File: src/rtl/instruction_fetch_unit.sv
`default_nettype none
// ============================================================================
// Module      : instruction_fetch_unit
// Description : Fetches one- and two-word instructions from a combinational
//               instruction memory, handles redirects, stalls and interrupts.
// Revision    : 1.0 - initial release
// ============================================================================
module instruction_fetch_unit (
  input  logic        clk,
  input  logic        rst,
  output logic [15:0] imem_addr,
  input  logic [15:0] imem_data,
  input  logic        stall,
  input  logic        branch_taken,
  input  logic [15:0] branch_target,
  input  logic        int_req,
  output logic        if_valid,
  output logic [15:0] if_instr,
  output logic [4:0]  if_opcode,
  output logic [15:0] if_imm,
  output logic [15:0] if_pc,
  output logic [15:0] if_next_pc
);

  localparam logic [1:0] c_RESET_VEC = 2'd0;
  localparam logic [1:0] c_FETCH     = 2'd1;
  localparam logic [1:0] c_IMM       = 2'd2;
  localparam logic [1:0] c_INT_VEC   = 2'd3;

  localparam logic [4:0] c_OP_LDM = 5'h0C;
  localparam logic [4:0] c_OP_LDD = 5'h0D;
  localparam logic [4:0] c_OP_STD = 5'h0E;
  localparam logic [4:0] c_OP_INT = 5'h1E;

  localparam logic [15:0] c_RESET_ADDR = 16'h0000;
  localparam logic [15:0] c_INT_ADDR   = 16'h0001;

  logic [1:0]  r_state;
  logic [15:0] r_pc;
  logic [15:0] r_instr_hold;
  logic        r_int_pending;
  logic        r_if_valid;
  logic [15:0] r_if_instr;
  logic [15:0] r_if_imm;
  logic [15:0] r_if_pc;
  logic [15:0] r_if_next_pc;

  logic [4:0]  w_fetch_op;
  logic        w_two_word;
  logic        w_take_int;
  logic [15:0] w_pc_inc;
  logic [15:0] w_pc_dec;

  assign w_fetch_op = imem_data[15:11];
  assign w_two_word = (w_fetch_op == c_OP_LDM) || (w_fetch_op == c_OP_LDD) ||
                      (w_fetch_op == c_OP_STD);
  // A same-cycle request counts, so a one-cycle pulse in FETCH is not delayed.
  assign w_take_int = r_int_pending | int_req;
  assign w_pc_inc   = r_pc + 16'd1;
  assign w_pc_dec   = r_pc - 16'd1;

  always_comb begin
    imem_addr = r_pc;
    case (r_state)
      c_RESET_VEC: imem_addr = c_RESET_ADDR;
      c_INT_VEC:   imem_addr = c_INT_ADDR;
      default:     imem_addr = r_pc;
    endcase
  end

  always_ff @(posedge clk) begin
    if (rst) begin
      r_state       <= c_RESET_VEC;
      r_pc          <= 16'h0000;
      r_instr_hold  <= 16'h0000;
      r_int_pending <= 1'b0;
      r_if_valid    <= 1'b0;
      r_if_instr    <= 16'h0000;
      r_if_imm      <= 16'h0000;
      r_if_pc       <= 16'h0000;
      r_if_next_pc  <= 16'h0000;
    end else begin
      r_int_pending <= r_int_pending | int_req;
      case (r_state)
        c_RESET_VEC, c_INT_VEC: begin
          r_pc       <= imem_data;
          r_if_valid <= 1'b0;
          r_state    <= c_FETCH;
        end
        c_FETCH: begin
          if (branch_taken) begin
            r_pc       <= branch_target;
            r_if_valid <= 1'b0;
          end else if (stall) begin
            r_state <= c_FETCH;
          end else if (w_take_int) begin
            // pc is left alone so the return address is the next unfetched word
            r_int_pending <= 1'b0;
            r_if_valid    <= 1'b1;
            r_if_instr    <= {c_OP_INT, 11'b0};
            r_if_imm      <= 16'h0000;
            r_if_pc       <= r_pc;
            r_if_next_pc  <= r_pc;
            r_state       <= c_INT_VEC;
          end else if (w_two_word) begin
            r_instr_hold <= imem_data;
            r_pc         <= w_pc_inc;
            r_if_valid   <= 1'b0;
            r_state      <= c_IMM;
          end else begin
            r_if_valid   <= 1'b1;
            r_if_instr   <= imem_data;
            r_if_imm     <= 16'h0000;
            r_if_pc      <= r_pc;
            r_if_next_pc <= w_pc_inc;
            r_pc         <= w_pc_inc;
          end
        end
        c_IMM: begin
          if (branch_taken) begin
            r_pc         <= branch_target;
            r_instr_hold <= 16'h0000;
            r_if_valid   <= 1'b0;
            r_state      <= c_FETCH;
          end else if (stall) begin
            r_state <= c_IMM;
          end else begin
            r_if_valid   <= 1'b1;
            r_if_instr   <= r_instr_hold;
            r_if_imm     <= imem_data;
            r_if_pc      <= w_pc_dec;
            r_if_next_pc <= w_pc_inc;
            r_pc         <= w_pc_inc;
            r_state      <= c_FETCH;
          end
        end
        default: begin
          r_if_valid <= 1'b0;
          r_state    <= c_RESET_VEC;
        end
      endcase
    end
  end

  assign if_valid   = r_if_valid;
  assign if_instr   = r_if_instr;
  assign if_opcode  = r_if_instr[15:11];
  assign if_imm     = r_if_imm;
  assign if_pc      = r_if_pc;
  assign if_next_pc = r_if_next_pc;

endmodule
`default_nettype wire

File: config.mk
export PLATFORM = sky130hd
export DESIGN_NAME = instruction_fetch_unit
export DESIGN_NICKNAME = d
export VERILOG_FILES = /design/src/rtl/instruction_fetch_unit.sv
export SDC_FILE = /design/constraint.sdc
export NUM_CORES = 1
export LEC_CHECK = 0
export ABC_AREA = 1
export CAP_MARGIN = 20
export CORE_ASPECT_RATIO = 0.9
export CORE_MARGIN = 10
export CORE_UTILIZATION = 50
export CTS_CLUSTER_SIZE = 30
export DETAILED_ROUTE_END_ITERATION = 10
export GPL_TIMING_DRIVEN = 0
export PLACE_DENSITY = 0.79
export SYNTH_ARGS = -nofsm -noshare
export SYNTH_HDL_FRONTEND = slang
export SYNTH_SLANG_ARGS = --single-unit
File: constraint.sdc
create_clock -name clk -period 3.8 [get_ports clk]
set_clock_uncertainty 0.05 [all_clocks]
set_input_delay 0.76 -clock clk [delete_from_list [all_inputs] [get_ports clk]]
set_output_delay 0.76 -clock clk [all_outputs]
set_load 0.1 [all_outputs]
# Yosys cells after proc, flatten, opt, wreduce, memory -nomap -nowiden
# Cells that the tools add are included.
# totals
word_cells,97
regBits,100
out_inout_bits,86
# op_classes
n_reduce_logical,10
addsub,2
mux,57
n_bitwise,1
n_eq_ne,18
# ops
op,n
16-bit 2-to-1 mux,33
16-bit case mux with 2 select lines,6
16-bit case mux with 3 select lines,1
"16-bit by 1-bit adder with 16-bit output, second input constant",1
"16-bit by 1-bit subtractor with 16-bit output, second input constant",1
"5-bit by 4-bit equality test with 1-bit output, second input constant",3
"2-bit != test, second input constant",7
2-bit 2-to-1 mux,6
"3-bit != test, second input constant",4
6-bit AND reduction,2
1-bit 2-to-1 mux,9
2-bit case mux with 3 select lines,1
"2-bit equality test, second input constant",2
"4-bit != test, second input constant",1
2-bit AND reduction,2
1-bit case mux with 3 select lines,1
3-bit AND reduction,1
"2-bit by 1-bit equality test with 1-bit output, second input constant",1
2-bit logical NOT,1
1-bit logical OR,2
2-bit nonzero test,1
2-bit OR reduction,1
1-bit bitwise OR,1

# Logic depth before layout (Yosys ltp)
# logic_depth
ltp_word,8
mapped_depth,13

# Least setup slack after synthesis
# No wires, ideal clock.
# synth_path
path_kind,reg2out
from,register r_state[0]
to,output imem_addr[0]
path_buffers,2
stages_incl_launch_ff,6
arrival_time_ps,3156
required_time_ps,2990
setup_slack_ps,-166
path_cell_list,dfxtp_1 inv_1 ha_1 buf_2 buf_1 o21ai_0
# synth_between
elab_chain_len,2
elab_cells_between_ends,3
classes_between,eq/ne (1); mux (1); reduce/logical (1)
# synth_lines
item,line_no,source
"start, declared",38,logic [1:0] r_state;
"start signal, assigned",73,r_state <= c_RESET_VEC;
"start signal, assigned",88,r_state <= c_FETCH;
"start signal, assigned",95,r_state <= c_FETCH;
2-bit equality test or 2-bit logical NOT (tied branches),64,case (r_state)
16-bit case mux with 2 select lines *,64,
"end, declared",11,"output logic [15:0] imem_addr,"
# Every way passes the cells marked *; elsewhere a longest branch is shown, timed or not.

# Worst setup path in the final report
# layout_path
from,register r_state[0]
to,output imem_addr[8]
# Same word-level chain as after synthesis.

==> summary.md <==
| Metric | Value |
|---|---|
| WL final | 19,500 um |
| Met3 routed WL | 1980 um |
| Initial antenna violation count | 0 |
| Worst r2r src | r_state[0] |
| Largest net degree at the start of global routing | 20 |
| Chip height | 116 um |
| Fin crit period | around 3.7 ns |
| Synth Flop Type | dfxtp_1 |
| Post-Syn Area per Cell | 6.68 um2 |
| Avg Vias per Cell | around 5.7 |
| Largest family of logic cells by synthesized area | simple AND/OR/NAND/NOR gates |
| Peak VDD IR | about 0.00052 V |
| Congestion Overflow GR | 0 |
| Switching part of the total | 0.527 |
| DR top layer | met4 |
| CTS H-tree depth | 3 |
| Worst Path Arrival | 2.90 ns |
| Worst setup margin | around 0.087 ns |
| Synthesized cell area | 5090 um2 |
| Met2 WL | 9070 um |
| Nets | 937 |
| Relative slew slack | 0.328 |
| Max-cap violation count | 0 |
| Yosys Warn Count | 0 |
| Routed vias | 5,827 |
| Remaining DRCs | 0 |
| CP Buf/Inv Count | 5 |
| Min-delay src | r_instr_hold[15] |
| Synth Instances | ~760 |
| Register area share after synthesis | 0.393 |
| Die W | about 130 um |
| First-pass GRT wire length | a little over 30,000 um |
| Cell breakdown of the critical path | inv_1 > ha_1 > buf_2 > buf_1 > clkbuf_1 > nor2_1 > dlygate4sd2_1 |
| Starting Density | 0.518 |
| Post-DP HPWL | 14,800 um |
| PD cells | between 700 and 800 nW/um2 |
| IO buf count | ~120 |
| Sw Pwr | 2.59 mW |
| Internal power | 2.32 mW |
| Max-slew violation count | 0 |
| Row count | 34 |
| CP Max Fanout | 10 |
| Synth Area in Simple Gates | 0.267 |
| Worst setup EP type | output pin |
| Post-synth ARST share | 0 |
| Worst-Margin Slew | roughly 1.0 ns |
| Antenna-violating nets left | 0 |
| I/O pins | about 120 |
| CP delay by family, top | buffers and inverters |
| Detailed Routing Iterations Pass 1 | 6 |
| WS Path Type | register to output pin |
| Fraction of layout cells with a size suffix above 1 | 0.0878 |
| Wire length per cell | roughly 19 um |
| Peak Freq | 269 MHz |
| Reg2reg end | if_next_pc[5] |
| Total GRT Usage | 0.255 |
| Setup violations, final | 0 |
| Mux cell area share after synthesis | 0 |
| Crit start category | register |
| Core Box Area | 9830 um2 |
| Place WS | ~0.084 ns |
| Post-synthesis xor/xnor area fraction | 0.0258 |
| Commonest non-fill, non-tap cells in the layout | 156 x nand2_1, 106 x nor2_1, 106 x a21oi_1, 105 x clkdlybuf4s50_1, 100 x dfxtp_1 |
| Num CTS Buffers | 9 |
| Hold EP | r_instr_hold[15] |
| Final Hold Viols | 0 |
| RSZ-0062 raised after global routing | no |
| Compound-Gate Fraction of Synth Area | 0.213 |
| # diodes | 0 |
| Gate power share | 0.532 |
| Clk slew on worst S/H paths | 0.07 ns |
| Die ar. | around 15,000 um2 |
| Final period utilization | 0.977 |
| DRT iter0 DRCs | 788 |
| Worst R2R Setup Slack | 1.56 ns |
| Post-Syn Nets | 805 |
| Largest stage delay, worst path | roughly 0.86 ns |
| Distinct cells, synth | 32 |
| Setup TNS | 0 ns |
| Worst reg2reg path depth | 8 |
| Final GP Congestion | 0.959 |
| Met1 wire length | 7850 um |
| Seq pwr share | 0.283 |
| Clk pwr share | 0.185 |
| Commonest non-fill, non-tap cell in the layout | nand2_1 |
| Min-Delay Path Class | register to register |
| CTS tree | yes |
| Run status | complete, no violations |
| Vias in the first global route | 5,635 |
| Synth-to-Final Area Change | 31.9% |
| Postcts setup bufs | 0 |
| Clk root buf | clkbuf_16 |
| Post-synthesis adder-cell area fraction | 0.0123 |
| Yosys reg bits | 100 |
| Max Buffers Root-to-Sink | 2 |
| CP max stage cell | dlygate4sd2_1 |
| Post-synth EDFFs | 0 |
| Leakage power | between 2 and 3 nW |
| Fillcell total | between 800 and 900 |
| CP required | 2.99 ns |
| Sink Count | 100 |
| Worst-Skew Late Latency | 0.35 ns |
| Hold Path Depth | 2 |
-- stage by stage --
stage               hold WS, ns  cell area, um2   util  power [mW]  instances
floorplan                 0.369            5090      -        3.28        763
finish                    0.393            6720  0.684        4.91       1026
CTS                       0.394            6740  0.686        4.88       1026
global placement          0.379            6460  0.658        3.98       1010
global route              0.404            6720  0.684        5.13       1026
detailed placement        0.384            6460  0.658        4.01       1010
-- final cells by class --
cell class | count | area [um2] | share of cell area
Timing Repair Buffer | 121 | 1180 | 0.175
Buffer | 60 | 294 | 0.0438
Multi-Input combinational cell | 561 | 2640 | 0.393
Tap cell | 126 | 158 | 0.0235
Sequential cell | 100 | 2000 | 0.298
Clock inverter | 7 | 66.3 | 0.00987
Clock buffer | 9 | 225 | 0.0335
Inverter | 42 | 158 | 0.0235
-- registers in the layout, summed over array words and instances, names as in the netlist --
name / count
if_instr: 16
r_pc: 16
if_imm: 16
r_instr_hold: 16
r_state: 2
r_int_pending: 1
if_valid: 1
if_next_pc: 16
if_pc: 16
-- how the worst max path moves through the flow --
stage / from / to / slack (ns) / cells past startpoint
2_1_floorplan: r_state[0] / imem_addr[10] / 0.48 / 6
3_3_place_gp: r_state[0] / imem_addr[14] / 0.15 / 7
3_5_place_dp: r_state[0] / imem_addr[5] / 0.08 / 7
4_1_cts: r_state[0] / imem_addr[5] / 0.03 / 7
5_1_grt: r_state[0] / imem_addr[0] / 0.01 / 7
6_report: r_state[0] / imem_addr[8] / 0.09 / 7
-- cells in the mapped netlist, types with 2 or more instances --
library cell	instances	area, um2
clkinv_1	2	7.51
o21ai_1	3	15.0
a21oi_1	106	531
buf_4	8	60.1
nand3_1	40	200
inv_1	35	131
clkbuf_1	23	86.3
nor2_1	106	398
nor2_2	4	25.0
nand4_1	7	43.8
a31oi_1	2	12.5
o211ai_1	7	52.6
o21ai_0	90	450
inv_2	5	18.8
buf_2	24	120
ha_1	5	62.6
buf_1	3	11.3
nand2_1	156	586
xor2_1	14	123
nor3_1	6	30.0
or2_2	7	43.8
dfxtp_1	100	2000
-- metal layers --
metal / GRT usage / vias up
li1: - / 2775
met1: 0.310 / 2659
met2: 0.430 / 337
met3: 0.0635 / 56
met4: 0.0970 / 0
met5: 0 / -
-- worst min-delay path: stages, from the launching register on --
cell     delay (ns)
dfxtp_1        0.31
nand2_1        0.06
nor2_1         0.04
-- power groups by stage --
stage | Clock [mW] | Sequential, mW | Combinational (mW)
global placement | 0 | 1.40 | 2.58
detailed placement | 0 | 1.41 | 2.60
global route | 0.953 | 1.41 | 2.76
CTS | 0.905 | 1.38 | 2.59
finish | 0.906 | 1.39 | 2.61
floorplan | 0 | 1.92 | 1.37
-- kinds of logic after synthesis --
logic type | Yosys count
AO/OA/AOI/OAI | 211
flip-flops | 100
AND/OR/NAND/NOR | 330
adder cells (fa/ha/maj) | 5
buffers and inverters | 102
XOR/XNOR | 15
-- what timing repair did --
action                                  CTS  global route
endpoints found under the setup margin   11            14
gates cloned                              0             0
hold buffers                              0             0
resized for setup                        11            23
pin swaps                                 0             0
No activity file was read; power rests on OpenSTA's default activity.
